[src/rtl/debug_host_initiator.sv]
// debug_host_initiator: frames one debug command onto a UART byte stream and collects the target reply.
// Latency: accept -> first tx_start 1 cycle (tx idle); final reply byte -> resp_valid 1 cycle; illegal cmd -> resp_valid 1 cycle.
// Backpressure: one command in flight (req_ready only in IDLE); tx_start withheld while tx_busy; resp has no backpressure.
module debug_host_initiator #(
  parameter int TIMEOUT_CYCLES = 1000000
) (
  input  logic        CLK,
  input  logic        RST_N,
  input  logic        req_valid,
  output logic        req_ready,
  input  logic [2:0]  req_cmd,
  input  logic [31:0] req_addr,
  input  logic [31:0] req_wdata,
  output logic        resp_valid,
  output logic [31:0] resp_rdata,
  output logic        resp_err,
  output logic        resp_timeout,
  output logic        busy,
  output logic [7:0]  tx_byte,
  output logic        tx_start,
  input  logic        tx_busy,
  input  logic [7:0]  rx_byte,
  input  logic        rx_valid
);

  localparam int CW = $clog2(TIMEOUT_CYCLES + 1);
  localparam logic [CW-1:0] TO_LAST = CW'(TIMEOUT_CYCLES - 1);

  localparam logic [2:0] CMD_WRITE = 3'd1;
  localparam logic [2:0] CMD_READ  = 3'd2;
  localparam logic [2:0] CMD_HALT  = 3'd3;
  localparam logic [2:0] CMD_GO    = 3'd4;
  localparam logic [7:0] ACK_BYTE  = 8'h41;

  typedef enum logic [2:0] {IDLE, SEND, GAP, WAIT_ACK, RECV_DATA, RESP} state_t;

  state_t         state;
  logic           ready_q;
  logic [2:0]     cmd_q;
  logic [31:0]    addr_q;
  logic [31:0]    wdata_q;
  logic [3:0]     idx;
  logic [1:0]     rx_cnt;
  logic [31:0]    shift;
  logic [CW-1:0]  cnt;
  logic [7:0]     tx_hold;
  logic [7:0]     opcode;
  logic [3:0]     frame_len;
  logic [7:0]     frame_byte;

  // Opcode and total frame length of the latched command
  always_comb begin
    opcode    = 8'h50;
    frame_len = 4'd1;
    case (cmd_q)
      CMD_WRITE: begin opcode = 8'h57; frame_len = 4'd9; end
      CMD_READ:  begin opcode = 8'h52; frame_len = 4'd5; end
      CMD_HALT:  opcode = 8'h48;
      CMD_GO:    opcode = 8'h47;
      default:   ;
    endcase
  end

  // Byte of the frame at the current index: opcode, then address and data MSB first
  always_comb begin
    frame_byte = opcode;
    case (idx)
      4'd1:    frame_byte = addr_q[31:24];
      4'd2:    frame_byte = addr_q[23:16];
      4'd3:    frame_byte = addr_q[15:8];
      4'd4:    frame_byte = addr_q[7:0];
      4'd5:    frame_byte = wdata_q[31:24];
      4'd6:    frame_byte = wdata_q[23:16];
      4'd7:    frame_byte = wdata_q[15:8];
      4'd8:    frame_byte = wdata_q[7:0];
      default: ;
    endcase
  end

  // The strobe presents the new byte; outside it the last strobed byte is held so tx_byte
  // only changes on a strobe.
  assign tx_start  = (state == SEND) && !tx_busy;
  assign tx_byte   = tx_start ? frame_byte : tx_hold;
  assign busy      = (state != IDLE);
  assign req_ready = ready_q;

  // Command FSM with registered handshake and response outputs
  always_ff @(posedge CLK) begin
    if (!RST_N) begin
      state        <= IDLE;
      ready_q      <= 1'b0;
      resp_valid   <= 1'b0;
      resp_rdata   <= 32'h0;
      resp_err     <= 1'b0;
      resp_timeout <= 1'b0;
      cmd_q        <= 3'd0;
      addr_q       <= 32'h0;
      wdata_q      <= 32'h0;
      idx          <= 4'd0;
      rx_cnt       <= 2'd0;
      shift        <= 32'h0;
      cnt          <= '0;
      tx_hold      <= 8'h00;
    end else begin
      resp_valid <= 1'b0;
      case (state)
        IDLE: begin
          ready_q <= 1'b1;
          if (req_valid && ready_q) begin
            ready_q <= 1'b0;
            cmd_q   <= req_cmd;
            addr_q  <= req_addr;
            wdata_q <= req_wdata;
            idx     <= 4'd0;
            shift   <= 32'h0;
            if (req_cmd <= CMD_GO) begin
              state <= SEND;
            end else begin
              state        <= RESP;
              resp_valid   <= 1'b1;
              resp_err     <= 1'b1;
              resp_timeout <= 1'b0;
              resp_rdata   <= 32'h0;
            end
          end
        end
        SEND: begin
          if (!tx_busy) begin
            tx_hold <= frame_byte;
            state   <= GAP;
          end
        end
        GAP: begin
          idx <= idx + 4'd1;
          if (idx + 4'd1 < frame_len) begin
            state <= SEND;
          end else begin
            cnt    <= '0;
            rx_cnt <= 2'd0;
            state  <= (cmd_q == CMD_READ) ? RECV_DATA : WAIT_ACK;
          end
        end
        WAIT_ACK: begin
          if (rx_valid) begin
            state        <= RESP;
            resp_valid   <= 1'b1;
            resp_timeout <= 1'b0;
            if (rx_byte == ACK_BYTE) begin
              resp_err   <= 1'b0;
              resp_rdata <= shift;
            end else begin
              resp_err   <= 1'b1;
              resp_rdata <= {24'h0, rx_byte};
            end
          end else if (cnt >= TO_LAST) begin
            state        <= RESP;
            resp_valid   <= 1'b1;
            resp_err     <= 1'b1;
            resp_timeout <= 1'b1;
            resp_rdata   <= shift;
          end else begin
            cnt <= cnt + CW'(1);
          end
        end
        RECV_DATA: begin
          if (rx_valid) begin
            shift  <= {shift[23:0], rx_byte};
            rx_cnt <= rx_cnt + 2'd1;
            // The byte's own cycle counts as the first elapsed cycle, so the abort
            // lands exactly TIMEOUT_CYCLES cycles after the last byte.
            cnt    <= CW'(1);
            if (rx_cnt == 2'd3) begin
              state        <= RESP;
              resp_valid   <= 1'b1;
              resp_err     <= 1'b0;
              resp_timeout <= 1'b0;
              resp_rdata   <= {shift[23:0], rx_byte};
            end
          end else if (cnt >= TO_LAST) begin
            state        <= RESP;
            resp_valid   <= 1'b1;
            resp_err     <= 1'b1;
            resp_timeout <= 1'b1;
            resp_rdata   <= shift;
          end else begin
            cnt <= cnt + CW'(1);
          end
        end
        RESP: begin
          state   <= IDLE;
          ready_q <= 1'b1;
        end
        default: state <= IDLE;
      endcase
    end
  end

endmodule

[config.mk]
export PLATFORM = sky130hd
export DESIGN_NAME = debug_host_initiator
export DESIGN_NICKNAME = d
export VERILOG_FILES = /design/src/rtl/debug_host_initiator.sv
export SDC_FILE = /design/constraint.sdc
export NUM_CORES = 1
export LEC_CHECK = 0
export CORE_ASPECT_RATIO = 0.75
export CORE_MARGIN = 1
export CORE_UTILIZATION = 58
export CTS_CLUSTER_SIZE = 12
export DETAILED_ROUTE_END_ITERATION = 10
export PLACE_DENSITY = 0.94
export SETUP_SLACK_MARGIN = 0.3
export SLEW_MARGIN = 20
export SYNTH_ARGS = -nofsm -noshare
export SYNTH_HDL_FRONTEND = slang
export SYNTH_SLANG_ARGS = --single-unit
[constraint.sdc]
create_clock -name CLK -period 6.2 [get_ports CLK]
set_clock_uncertainty 0.05 [all_clocks]
set_input_delay 1.86 -clock CLK [delete_from_list [all_inputs] [get_ports CLK]]
set_output_delay 1.86 -clock CLK [all_outputs]
set_load 0.05 [all_outputs]
==> impl_metrics.tcl, run 1 <==
set metrics [dict create \
    timing.critical_path.from_type "input pin" \
    detailedRoute.firstIterationViolations 1118 \
    postCtsSetupRepairBufs 0 \
    synthArstFlopShare_pct 0 \
    std_cell_rows 36 \
    critical_path.endpoint_type "output port" \
    ir_worst_vdd_mv 0.2893 \
    synth.ff_latch_count 172 \
    netlist_instances 969 \
    grt_pass1_vias 7038 \
    num-fill-cells 904 \
    drt_drc_violations_left 0 \
    critical_path_peak_fanout 3 \
    cap_violations 0 \
    final.period_utilization_pct 86.92 \
    finalPower_mw 3.776 \
    grt_use_total_pct 32.89 \
    largest_net_degree_at_the_start_of_global_routing 72 \
    wire_per_inst_um 18.20 \
    gpl.final_weighted_congestion 0.8689 \
    timing.critical_path.slowest_cell_delay_ns 0.44 \
    layout.area.seq_um2 3443 \
    post_cts_hold_buffer_count 0 \
    n_antenna_cell 0 \
    cts-buffers-inserted 17 \
    cp_cell_sequence "clkdlybuf4s50_1 -> nor3_1 -> o31ai_1 -> o32a_1 -> buf_4" \
    postCtsResizedCells 0 \
    vias_per_cell 6.305 \
    antenna_violations_before_repair 1 \
    cts_tree "done" \
    critPathArrivalTime_ns 3.48 \
    fp.dieW_um 135.2 \
    cp_data_required_time_ns 4.29 \
    placement.io_buffers 125 \
    worstSetupPathType "input pin to output port" \
    cp_top_family "buffers and inverters" \
    drtAntennaViolNets 0 \
    clk_transition_reported_paths_ns 0.07 \
    netlist-cell-type-count 65 \
    critPathCapture "tx_byte[1]" \
    place_hpwl_um 14600 \
    slew-limit-headroom_pct 34.58 \
    overflow 0 \
    cell_with_the_largest_stage_delay_on_the_worst_path "clkdlybuf4s50_1" \
    rsz0062_at_grt "false" \
    cp-startpoint "tx_busy" \
    post_synth.cell_area_avg_um2 7.964 \
    critical_path.n_buffers_inverters 2 \
    fin_crit_ns 5.389 \
    cts.sink_count 172 \
    design.die.area_um2 13780 \
    yosys_most_used_dff "dfxtp_1" \
    multi_input_area_um2 3945 \
    rr_worst_depth 9 \
    run_status "complete, no violations" \
    h-tree-depth 4 \
    fin_setup_tns_ns 0 \
    clock_tree.root_cell "clkbuf_16" \
    p_leak_nw 3.243 \
    synth_warnings 0 \
    syn_area_um2 7717 \
    report.final.setup_viol 0 \
    firstDrtPassIters 8 \
    timing.hold.worst.class "flop to flop" \
    worst-r2r-setup-slack_ns 1.99 \
    finish.net_count 1144 \
    largest_buffer_count_on_any_clock_path 2 \
    finalHoldViolations 0 \
    power-per-cell-area_nw_per_um2 391.0 \
    syn-num-nets 1057 \
    detailed_route_wire_length_um 22570 \
    edff_count_synth 0 \
    beginning_of_the_worst_register_to_register_path "idx[0]" \
    share_of_final_layout_standard_cells_stronger_than_drive_strength_1_pct 7.764 \
    timing.fmax_ghz 0.1856 \
    path_length_in_cells_of_the_critical_path 5 \
    floorplan.io_pins 126 \
    grt_pass1_wl_um 35710 \
    core-area_um2 12970 \
    initial_utilization_pct 59.49 \
    dieHeight_um 101.9 \
    timing_max_transition_violations_final 0 \
    layout_area_overhead_pct 25.15 \
    timing_worst_slew_pin_value_ns 0.9814 \
    clock_insertion_delay_worst_skew_ns 0.42 \
    ys_seq_area_share_pct 44.62 \
    critical_path.reg2reg.endpoint "cnt[18]" \
    dr_total_vias 7818 \
]
-- flip-flops by register name, indices dropped and copies added (netlist names) --
| signal | cells |
|---|---|
| addr_q | 32 |
| cmd_q | 3 |
| cnt | 20 |
| state | 3 |
| resp_timeout | 1 |
| resp_valid | 1 |
| shift | 32 |
| wdata_q | 32 |
| resp_rdata | 32 |
| resp_err | 1 |
| tx_hold | 8 |
| idx | 4 |
| rx_cnt | 2 |
| req_ready | 1 |
-- worst reg2reg max path, cell delays in order (launching register included) --
cell     delay, ns
dfxtp_1       0.42
ha_1          0.65
xor2_1        0.16
ha_1          0.33
nor2b_1       0.12
o21ai_0       0.32
a21o_1        0.77
nand3_1       0.80
a211o_1       0.48
nand2_1       0.06
-- per-layer routing --
metal / global-route usage, % / vias up / routed length, µm
li1: - / 3617 / -
met4: 9.680 / 2 / 295
met2: 48.76 / 453 / 10050
met1: 47.09 / 3699 / 9836
met3: 8.433 / 47 / 2373
met5: 0 / - / 17
-- logic make-up after synthesis --
kind of cell / after synthesis / synth area share [%]
mux: 8 / 1.119
compound gates: 310 / 25.91
buf+inv: 89 / 4.523
simple gates: 363 / 20.38
flops: 172 / 44.62
xor+xnor: 19 / 2.156
fa+ha+maj: 8 / 1.297
-- how the worst min path moves through the flow --
| stage | from | end | slack [ns] | depth (start not counted) |
|---|---|---|---|---|
| 6_report | wdata_q[9] | wdata_q[9] | 0.41 | 2 |
| 2_1_floorplan | cnt[19] | cnt[19] | 0.37 | 2 |
| 3_3_place_gp | cnt[19] | cnt[19] | 0.38 | 2 |
| 4_1_cts | wdata_q[9] | wdata_q[9] | 0.41 | 2 |
| 5_1_grt | addr_q[11] | addr_q[11] | 0.42 | 2 |
| 3_5_place_dp | addr_q[14] | addr_q[14] | 0.40 | 2 |
-- power by group --
group	leakage (nW)	switching [mW]	internal (mW)
Sequential	1.39	0.123	1.27
Combinational	1.57	0.920	0.440
Clock	0.275	0.465	0.562
Total	3.24	1.51	2.27
-- placed cells by master (no fill, tap or decap), drive strengths merged, types with 5 or more instances in the layout --
cell type / Yosys / final
a2111oi: 7 / 7
a211oi: 14 / 14
a21o: 8 / 8
a21oi: 122 / 122
a222oi: 8 / 8
a22oi: 21 / 21
a31oi: 30 / 30
and2: 17 / 17
and3: 5 / 5
buf: 9 / 26
clkbuf: 65 / 18
clkdlybuf4s50: 0 / 116
clkinv: 1 / 8
dfxtp: 172 / 172
ha: 8 / 8
inv: 14 / 18
mux2: 5 / 5
nand2: 215 / 215
nand3: 40 / 40
nand4: 5 / 5
nor2: 54 / 54
o211ai: 16 / 16
o21ai: 50 / 50
o221a: 5 / 5
o22ai: 5 / 5
xnor2: 18 / 18
-- Yosys cell counts, drive strengths merged (3+ instances only) --
master	number	share of area, %
o22ai	5	0.41
inv	14	0.68
nor3	3	0.19
clkbuf	65	3.2
dfxtp	172	45
a211oi	14	1.4
o211ai	16	1.6
and3	5	0.41
a21oi	122	7.9
o21ai	50	3.3
mux2	5	0.73
xnor2	18	2.0
nand2b	4	0.32
a2111oi	7	1.4
a21o	8	0.78
nor3b	3	0.29
a31oi	30	2.5
mux2i	3	0.39
nor2	54	2.6
nor2b	4	0.32
o221a	5	0.73
nand2	215	10
a222oi	8	1.0
a41oi	3	0.34
buf	9	0.63
nand3	40	2.6
and2	17	1.4
nand4	5	0.41
a22oi	21	2.0
o21a	4	0.39
ha	8	1.3
-- stage by stage --
stage	util (%)	hold slack [ns]	instance area [µm²]	worst slack [ns]	std cells
2_1_floorplan	-	0.3713	7717	0.5416	969
3_3_place_gp	70.07	0.3809	9090	0.8487	1208
3_5_place_dp	70.07	0.3985	9090	0.8063	1208
4_1_cts	74.45	0.4083	9658	0.8011	1240
5_1_grt	74.45	0.4205	9658	0.7602	1240
6_report	74.45	0.4053	9658	0.8110	1240
-- final cells by class --
type	instances	area share (%)
sequential	172	35.65
multi-input combinational	708	40.85
timing repair buffer	142	14.82
clock buffer	18	4.444
tap	171	2.215
clock inverter	14	1.438
inverter	15	0.5830
(Power assumes the default switching activity.)
==> run 2: changes to the inputs <==
- ABC_CLOCK_PERIOD_IN_PS: not set -> 6200
- SLEW_MARGIN: 20 -> 15
==> results of run 2 <==
The final DEF is identical to that of run 1; final timing and power are the same.
==> run 3: changes to the inputs <==
- GPL_ROUTABILITY_DRIVEN: not set -> 0
==> results of run 3 <==
The final DEF is identical to that of run 1; final timing and power are the same.
